===== src/rtl/nop_marker_inserter.sv =====
// nop_marker_inserter
//   Sits between fetch and decode. Every word is passed through a single
//   output register (latency 1). When insertion is enabled and a CALL or
//   RET is accepted, a marker NOP (addi NOP_RD, NOP_RS1, imm) is emitted
//   right after that instruction, carrying the same PC, with marker_o high.
//   Input is stalled while the marker is pending so nothing is lost.
//
// Ports
//   clk_i      in   1   clock, all state on rising edge
//   rst_i      in   1   synchronous active-high reset
//   flush_i    in   1   drop held word and any pending marker
//   en_i       in   1   insertion enable (0 = pure pass-through)
//   instr_i    in  32   instruction from fetch
//   pc_i       in  64   PC of instr_i
//   valid_i    in   1   input valid
//   ready_o    out  1   input ready
//   instr_o    out 32   instruction to decode
//   pc_o       out 64   PC to decode
//   valid_o    out  1   output valid
//   ready_i    in   1   output ready
//   marker_o   out  1   output word is an inserted marker
//   ins_cnt_o  out 16   number of markers emitted
//
// Configuration
//   NOP_INSERT_CNT_EN : when defined, ins_cnt_o counts emitted markers
//                       (saturating); otherwise it is tied to zero.

module nop_marker_inserter #(
    parameter logic [4:0]  NOP_RD       = 5'h00,
    parameter logic [4:0]  NOP_RS1      = 5'h00,
    parameter logic [11:0] NOP_IMM_RET  = 12'h001,
    parameter logic [11:0] NOP_IMM_CALL = 12'h002
) (
    input  logic        clk_i,
    input  logic        rst_i,
    input  logic        flush_i,
    input  logic        en_i,
    input  logic [31:0] instr_i,
    input  logic [63:0] pc_i,
    input  logic        valid_i,
    output logic        ready_o,
    output logic [31:0] instr_o,
    output logic [63:0] pc_o,
    output logic        valid_o,
    input  logic        ready_i,
    output logic        marker_o,
    output logic [15:0] ins_cnt_o
);

    typedef enum logic [0:0] {
        ST_PASS   = 1'b0,
        ST_MARKER = 1'b1
    } state_t;

    state_t      state_r;
    state_t      state_next_s;
    logic [31:0] instr_r;
    logic [63:0] pc_r;
    logic        valid_r;
    logic        marker_r;
    logic        mark_call_r;
    logic        ready_s;
    logic        in_xfer_s;
    logic        out_xfer_s;
    logic        is_call_s;
    logic        is_ret_s;

    // RET is exactly jalr x0, 0(x1)
    function automatic logic is_ret_f(input logic [31:0] w);
        return (w[6:0] == 7'b1100111) && (w[14:12] == 3'b000) &&
               (w[11:7] == 5'd0) && (w[19:15] == 5'd1) && (w[31:20] == 12'd0);
    endfunction

    // CALL is any JAL, or JALR with funct3 0, that links into a non-zero rd
    function automatic logic is_call_f(input logic [31:0] w);
        return ((w[6:0] == 7'b1101111) ||
                ((w[6:0] == 7'b1100111) && (w[14:12] == 3'b000))) &&
               (w[11:7] != 5'd0);
    endfunction

    function automatic logic [31:0] marker_word_f(input logic call);
        logic [11:0] imm;
        imm = call ? NOP_IMM_CALL : NOP_IMM_RET;
        return {imm, NOP_RS1, 3'b000, NOP_RD, 7'b0010011};
    endfunction

    assign is_call_s  = is_call_f(instr_i);
    assign is_ret_s   = is_ret_f(instr_i);
    assign in_xfer_s  = valid_i && ready_s;
    assign out_xfer_s = valid_r && ready_i;

    // FSM state register; reset and flush both return to PASS
    always_ff @(posedge clk_i) begin
        if (rst_i || flush_i) begin
            state_r <= ST_PASS;
        end else begin
            state_r <= state_next_s;
        end
    end

    // FSM next state; en_i matters only at the moment a CALL/RET is accepted
    always_comb begin
        state_next_s = state_r;
        case (state_r)
            ST_PASS: begin
                if (in_xfer_s && en_i && (is_call_s || is_ret_s)) begin
                    state_next_s = ST_MARKER;
                end else begin
                    state_next_s = ST_PASS;
                end
            end
            ST_MARKER: begin
                if (out_xfer_s) begin
                    state_next_s = ST_PASS;
                end else begin
                    state_next_s = ST_MARKER;
                end
            end
            default: state_next_s = ST_PASS;
        endcase
    end

    // FSM outputs; input is blocked while the marker waits for its slot
    always_comb begin
        ready_s = 1'b0;
        case (state_r)
            ST_PASS:   ready_s = !valid_r || ready_i;
            ST_MARKER: ready_s = 1'b0;
            default:   ready_s = 1'b0;
        endcase
    end

    // Output register: load accepted words, or the marker once its CALL/RET leaves
    always_ff @(posedge clk_i) begin
        if (rst_i) begin
            instr_r     <= 32'h0000_0000;
            pc_r        <= 64'h0;
            valid_r     <= 1'b0;
            marker_r    <= 1'b0;
            mark_call_r <= 1'b0;
        end else if (flush_i) begin
            valid_r  <= 1'b0;
            marker_r <= 1'b0;
        end else begin
            case (state_r)
                ST_PASS: begin
                    if (in_xfer_s) begin
                        instr_r     <= instr_i;
                        pc_r        <= pc_i;
                        valid_r     <= 1'b1;
                        marker_r    <= 1'b0;
                        mark_call_r <= is_call_s;
                    end else if (out_xfer_s) begin
                        valid_r  <= 1'b0;
                        marker_r <= 1'b0;
                    end
                end
                ST_MARKER: begin
                    // pc_r keeps the CALL/RET PC, which the marker reuses
                    if (out_xfer_s) begin
                        instr_r  <= marker_word_f(mark_call_r);
                        valid_r  <= 1'b1;
                        marker_r <= 1'b1;
                    end
                end
                default: begin
                    valid_r  <= 1'b0;
                    marker_r <= 1'b0;
                end
            endcase
        end
    end

    assign ready_o  = ready_s;
    assign instr_o  = instr_r;
    assign pc_o     = pc_r;
    assign valid_o  = valid_r;
    assign marker_o = marker_r;

`ifdef NOP_INSERT_CNT_EN
    logic [15:0] cnt_r;

    // Saturating count of markers handed to decode; flush does not clear it
    always_ff @(posedge clk_i) begin
        if (rst_i) begin
            cnt_r <= 16'h0000;
        end else if (!flush_i && out_xfer_s && marker_r && (cnt_r != 16'hFFFF)) begin
            cnt_r <= cnt_r + 16'h0001;
        end else begin
            cnt_r <= cnt_r;
        end
    end

    assign ins_cnt_o = cnt_r;
`else
    assign ins_cnt_o = 16'h0000;
`endif

endmodule


===== config.mk =====
export PLATFORM = sky130hd
export DESIGN_NAME = nop_marker_inserter
export DESIGN_NICKNAME = d
export VERILOG_FILES = /design/src/rtl/nop_marker_inserter.sv
export SDC_FILE = /design/constraint.sdc
export NUM_CORES = 1
export LEC_CHECK = 0
export ABC_CLOCK_PERIOD_IN_PS = 2700
export BUFFER_PORTS_ARGS = -buffer_cell sky130_fd_sc_hd__buf_2
export CORE_UTILIZATION = 46
export CTS_CLUSTER_SIZE = 12
export DETAILED_ROUTE_END_ITERATION = 10
export PLACE_DENSITY = 0.83
export SYNTH_ARGS = -nofsm -noshare
export SYNTH_HDL_FRONTEND = slang
export SYNTH_SLANG_ARGS = --single-unit
export TNS_END_PERCENT = 50

===== constraint.sdc =====
create_clock -name clk_i -period 2.7 [get_ports clk_i]
set_input_delay 0 -clock clk_i [delete_from_list [all_inputs] [get_ports clk_i]]
set_output_delay 0 -clock clk_i [all_outputs]
set_load 0.005 [all_outputs]

==> run metrics, run 1 <==
Synth cell types=30; Max Cap Viol=0; Clock Sinks=100; proportion of layout cells with a drive suffix above 1=0.309; fin crit share=0.738; R2R Path End=pc_o[48]; Nets=824; Mapped Area=around 3700 sq um; row cnt=32; FF-to-FF path depth=5; Post-CTS Repair Setup Buffers=0; syn avg cell area=8.27 sq um; Sw Pwr=0.000761 W; chip width=just over 90 um; core area=between 7000 and 8000 sq um; Max Clk Rate=between 500 and 600 MHz; clock buffer count from CTS=9; main flop type after synthesis=dfxtp_1; hold buffers post-CTS=96; post-DP HPWL=around 7.0 mm; Area contributors post-synth=dfxtp_1, nand2_1, a21oi_1, a22oi_1, nor2_1; I/O Pins=around 220; leakage=between 2 and 3 nW; vias in the first global route=4225; post_cts resized=0; DR DRC count=0; Final Max Tran Viols=0; Die H=about 90 um; Crit path arrival time=approximately 2.2 ns; gr usage total=0.285; Synth top cells by count=nand2_1, dfxtp_1, a21oi_1; Endpoint, Worst Hold=valid_o; CP Data Required Time=2.90 ns; Slew @ Worst Pin=a little under 0.9 ns; ant diodes=0; Critical Path Fanout Max=45; WL per Instance=~15 um; via count=4221; hold path start=valid_i; Worst-Skew Late Latency=roughly 0.35 ns; Worst-path clk slew=roughly 0.090 ns; Syn Inst Count=442; input/output buffers=200; reg-to-reg setup timing slack=a little over 0.7 ns; CTS tree=done; Layout Skew=0.0118 ns; Clk network pwr share=0.319; sequential power share=0.525; status=finished, final reports clean; Initial Utilization=0.473; Yosys warning total=0; grt ovf=0; Final Setup Violations=0; part of the Yosys area used for sequential elements=0.547; Tot Pwr=between 0.003 and 0.004 W; worst hold path cell count=3; CP Class=register to register; initial antenna violation count=0; Yosys top cell area share=0.547; setup TNS=0 ns; Net Sw Frac=0.253; worst r2r src=valid_o; Critical Path End Type=register; final worst slack=around 0.7 ns; drt initial violations=roughly 170; Hold Path Class=input port to register; first-pass GRT wire length=approximately 19 mm; number of H-tree branching levels=3; VDD IR-drop max=between 0.3 and 0.4 mV; area leader, netlist=dfxtp_1; Final ANT Viol Nets=0; ys async rst share=0; Post-synth EDFFs=0; Combinational Power Share=0.156; Post-Place Worst Slack=approximately 0.73 ns; Root Buffer=clkbuf_8; number of detailed-routing iterations run before antenna repair=5; Via density=5.09; CTS Buffer Depth=2; pwr dens=between 500 and 600 nW/um^2; #FFs+latches synth=100; CP Launch Type=register; Max-slew headroom=0.407; final WL=~12 mm; synthesis-to-finish area growth=58.8%; gp weighted congestion=slightly below 0.8; post-layout util=0.752; RSZ-0062 raised after global routing=no; pin count of the biggest net entering global routing=56; final worst path period need=approximately 2.0 ns; Pint=about 0.0022 W; most frequent cell after synthesis=nand2_1; Hold Vio Cnt, Final=0; die area=8310 sq um
-- power by group through the flow --
stage                     Combinational, W  Clock [W]  Sequential [W]
after floorplan                   0.000173          0         0.00162
after global placement            0.000339          0         0.00161
after detailed placement          0.000347          0         0.00161
after CTS                         0.000453   0.000979         0.00158
after global routing              0.000510    0.00104         0.00159
final                             0.000471   0.000960         0.00158
-- state kept, by name, indices dropped and copies added (netlist names) --
name         count
instr_o         32
pc_o            64
valid_o          1
state_r          1
mark_call_r      1
marker_o         1
-- layout make-up --
| type | count | area (sq um) |
|---|---|---|
| fillers | 497 | 1920 |
| well taps | 102 | 128 |
| clock buffers | 11 | 141 |
| repair buffers | 302 | 2010 |
| clock inverters | 5 | 60.1 |
| multi-input cells | 307 | 1460 |
| flip-flops and latches | 100 | 2000 |
| inverters | 2 | 7.51 |
-- cells in the final DEF, fill, tap and decap left out, types with 3 or more instances in the layout --
cell type,netlist,layout
clkbuf_8,0,10
buf_2,6,200
buf_4,16,6
o22ai_1,4,4
conb_1,1,16
nor4_1,4,4
dfxtp_1,100,100
nand2_1,132,132
a21oi_1,67,67
nor2_1,34,34
a22oi_1,27,27
dlygate4sd3_1,0,96
a211oi_1,3,3
-- stage by stage --
| step | std cells | hold WS [ns] | area (sq um) |
|---|---|---|---|
| after global placement | 717 | 0.241 | 4650 |
| after detailed placement | 717 | 0.249 | 4650 |
| after global routing | 829 | 0.0229 | 5810 |
| after floorplan | 457 | 0.0785 | 3710 |
| after CTS | 829 | 0.00292 | 5810 |
| final | 829 | 0.0220 | 5810 |
-- metal layers --
layer	up-vias	track usage	share of wire	wire length, um
li1	2005	-	-	-
met1	1936	0.293	0.37	4500
met2	239	0.539	0.52	6350
met3	41	0.0536	0.070	856
met4	0	0.160	0.042	513
met5	-	0	0	0
-- worst max-delay path by stage --
stage,from,end,cells after the start
4_1_cts,valid_o,pc_o[48],5
2_1_floorplan,state_r,pc_o[34],8
3_3_place_gp,valid_o,pc_o[38],5
6_report,valid_o,pc_o[48],5
3_5_place_dp,valid_o,pc_o[45],5
5_1_grt,state_r,pc_o[5],5
-- cells by family after synthesis --
family / share of synthesized area
AO/OA/AOI/OAI: 0.171
buffers and inverters: 0.0698
flip-flops: 0.547
multiplexers: 0.00547
other: 0.00103
AND/OR/NAND/NOR: 0.205
-- critical path, stage by stage, from the launching register on --
cell and delay [ns]:
dfxtp_1 0.36, and2b_4 0.21, or3_2 0.69, buf_4 0.37, nand2_1 0.13, a21oi_1 0.07
Power figures use the tool's default switching activity.
==> inputs of run 2 (changes only) <==
- ABC_CLOCK_PERIOD_IN_PS: 2700 -> 1630
- CORE_UTILIZATION: 46 -> 39
- PLACE_DENSITY: 0.83 -> 0.75
- clock period: 2.7 -> 1.63 ns (I/O delays scaled with it)
==> run 2 against run 1 <==
Hold slack worse by 0.0081 ns. Routed wire length is 0.22% lower. Global-route usage is 3.6 points lower. Clock skew hardly changed. Sequential share of layout area is 0.78 points lower. Utilization is 8.3 points lower. Die area is 18% higher. Critical path type is now input port to register. Critical endpoint is now state_r. Highest routed layer unchanged.
==> run metrics, run 2 (synthesis results as in run 1) <==
gp weighted congestion=0.782 (was 0.796); Root Buffer=clkbuf_8 (unchanged); most common cell after layout, fill and taps aside=buf_2 (unchanged); proportion of layout cells with a drive suffix above 1=0.317 (was 0.309); leakage=2.76 nW (was 2.70 nW); CP Launch Type=input port (was register); final WL=12.2 mm (about the same); Final Setup Violations=0 (unchanged); fill cell count=697 (was 497); pwr dens=852 nW/um^2 (was 518 nW/um^2); grt met2 use=0.453 (was 0.539); gr usage total=0.249 (was 0.285); ant diodes=0 (unchanged); Hold Vio Cnt, Final=0 (unchanged); final worst path period need=roughly 1.6 ns; post-DP HPWL=7.34 mm (was 7.03 mm); M1 GR Usage=0.271 (was 0.293); fin crit share=0.996; synthesis-to-finish area growth=62.5% (was 58.8%); Via density=4.96 (was 5.09); Hold Path Class=input port to register (unchanged); Post-CTS Repair Setup Buffers=0 (unchanged); Max Clk Rate=~620 MHz; post-layout util=0.668 (was 0.752); drt initial violations=146 (was 171); initial antenna violation count=0 (unchanged); RSZ-0062 raised after global routing=no (unchanged); Nets=832 (was 824); VDD IR-drop max=0.525 mV (was 0.336 mV); CP Data Required Time=1.88 ns (was 2.90 ns); Initial Utilization=0.411 (was 0.473); Layout Skew=0.0114 ns (was 0.0118 ns); setup TNS=0 ns (unchanged); WL per Instance=14.5 um (was 14.7 um); Crit path arrival time=1.87 ns (was 2.20 ns); CP Class=input port to register (was register to register); pin count of the biggest net entering global routing=55 (was 56); chip width=98.8 um (was 91.2 um); die area=9770 sq um (was 8310 sq um); max reg flops=64 (unchanged); clock buffer count from CTS=9 (unchanged); via count=4184 (was 4221); DR DRC count=0 (unchanged); Max Cap Viol=0 (unchanged); grt met3 use=0.0688 (was 0.0536); Worst-path clk slew=0.10 ns (was 0.09 ns); most frequent cells in the layout=buf_2, nand2_1, dfxtp_1 (unchanged); I/O Pins=217 (unchanged); number of H-tree branching levels=3 (unchanged); input/output buffers=200 (unchanged); grt ovf=0 (unchanged); Critical Path End Type=register (unchanged); Clock Sinks=100 (unchanged); global routing's busiest layer=met2 (unchanged); CTS Buffer Depth=2 (unchanged); vias in the first global route=4144 (was 4225); number of detailed-routing iterations run before antenna repair=5 (unchanged); core area=8890 sq um (was 7730 sq um); row cnt=34 (was 32); Critical Path Fanout Max=2 (was 45); Die H=98.8 um (was 91.2 um); CTS tree=done (unchanged); Final Max Tran Viols=0 (unchanged); status=finished, final reports clean (unchanged); first-pass GRT wire length=19.4 mm (was 18.9 mm); Worst-Skew Late Latency=0.35 ns (about the same); Final ANT Viol Nets=0 (unchanged)
==> run 2: per-layer routing <==
| metal | share of wire | vias up |
|---|---|---|
| li1 | - | 2018 |
| met1 | 0.38 | 1907 |
| met2 | 0.52 | 224 |
| met3 | 0.075 | 35 |
| met4 | 0.030 | 0 |
| met5 | 0 | - |
==> run 2: worst paths after layout <==
path	cells past startpoint	to	from	slack [ns]
max	6	state_r	instr_i[10]	0.007
min	2	instr_o[24]	rst_i	0.01
min reg2reg	2	pc_o[58]	pc_o[58]	0.45
max reg2reg	6	instr_o[13]	valid_o	0.07
==> run 2: report_power, final <==
part,total (W),leakage [nW],internal (W),switching (W)
registers,0.00261,0.817,0.00256,0.0000577
clock network,0.00165,0.107,0.000807,0.000840
logic,0.000806,1.84,0.000434,0.000371
==> run 2: through the flow <==
stage / power [W] / instance area [sq um] / setup WS (ns) / instances / hold WS [ns]
2_1_floorplan: 0.00297 / 3710 / 0.0417 / 457 / 0.0785
6_report: 0.00507 / 5940 / 0.00706 / 843 / 0.0139
5_1_grt: 0.00531 / 5940 / 0.00777 / 843 / 0.00468
4_1_cts: 0.00510 / 5930 / 0.0403 / 843 / 0.000748
3_3_place_gp: 0.00325 / 4750 / 0.0993 / 730 / 0.239
3_5_place_dp: 0.00327 / 4750 / 0.0492 / 730 / 0.250
==> run 2: cell type report <==
class                      count  area (sq um)  area share
clock buffer                  12           155      0.0261
clock inverter                 4          56.3     0.00947
inverter                       2          7.51     0.00126
multi-input combinational    307          1470       0.248
sequential                   100          2000       0.337
tap                          108           135      0.0227
timing repair buffer         310          2110       0.356
==> run 2: timing repair <==
item | 4_1_cts | 5_1_grt
hold buffers | 97 | 0
gates resized for setup | 0 | 3
endpoints found under the setup margin | 0 | 5
hold endpoints to repair | 96 | 0
==> run 2: worst max-delay path: stages <==
cell	delay (ns)
dlygate4sd3_1	0.55
buf_2	0.14
or4_1	0.54
o22ai_1	0.27
o41ai_1	0.15
a32o_1	0.22
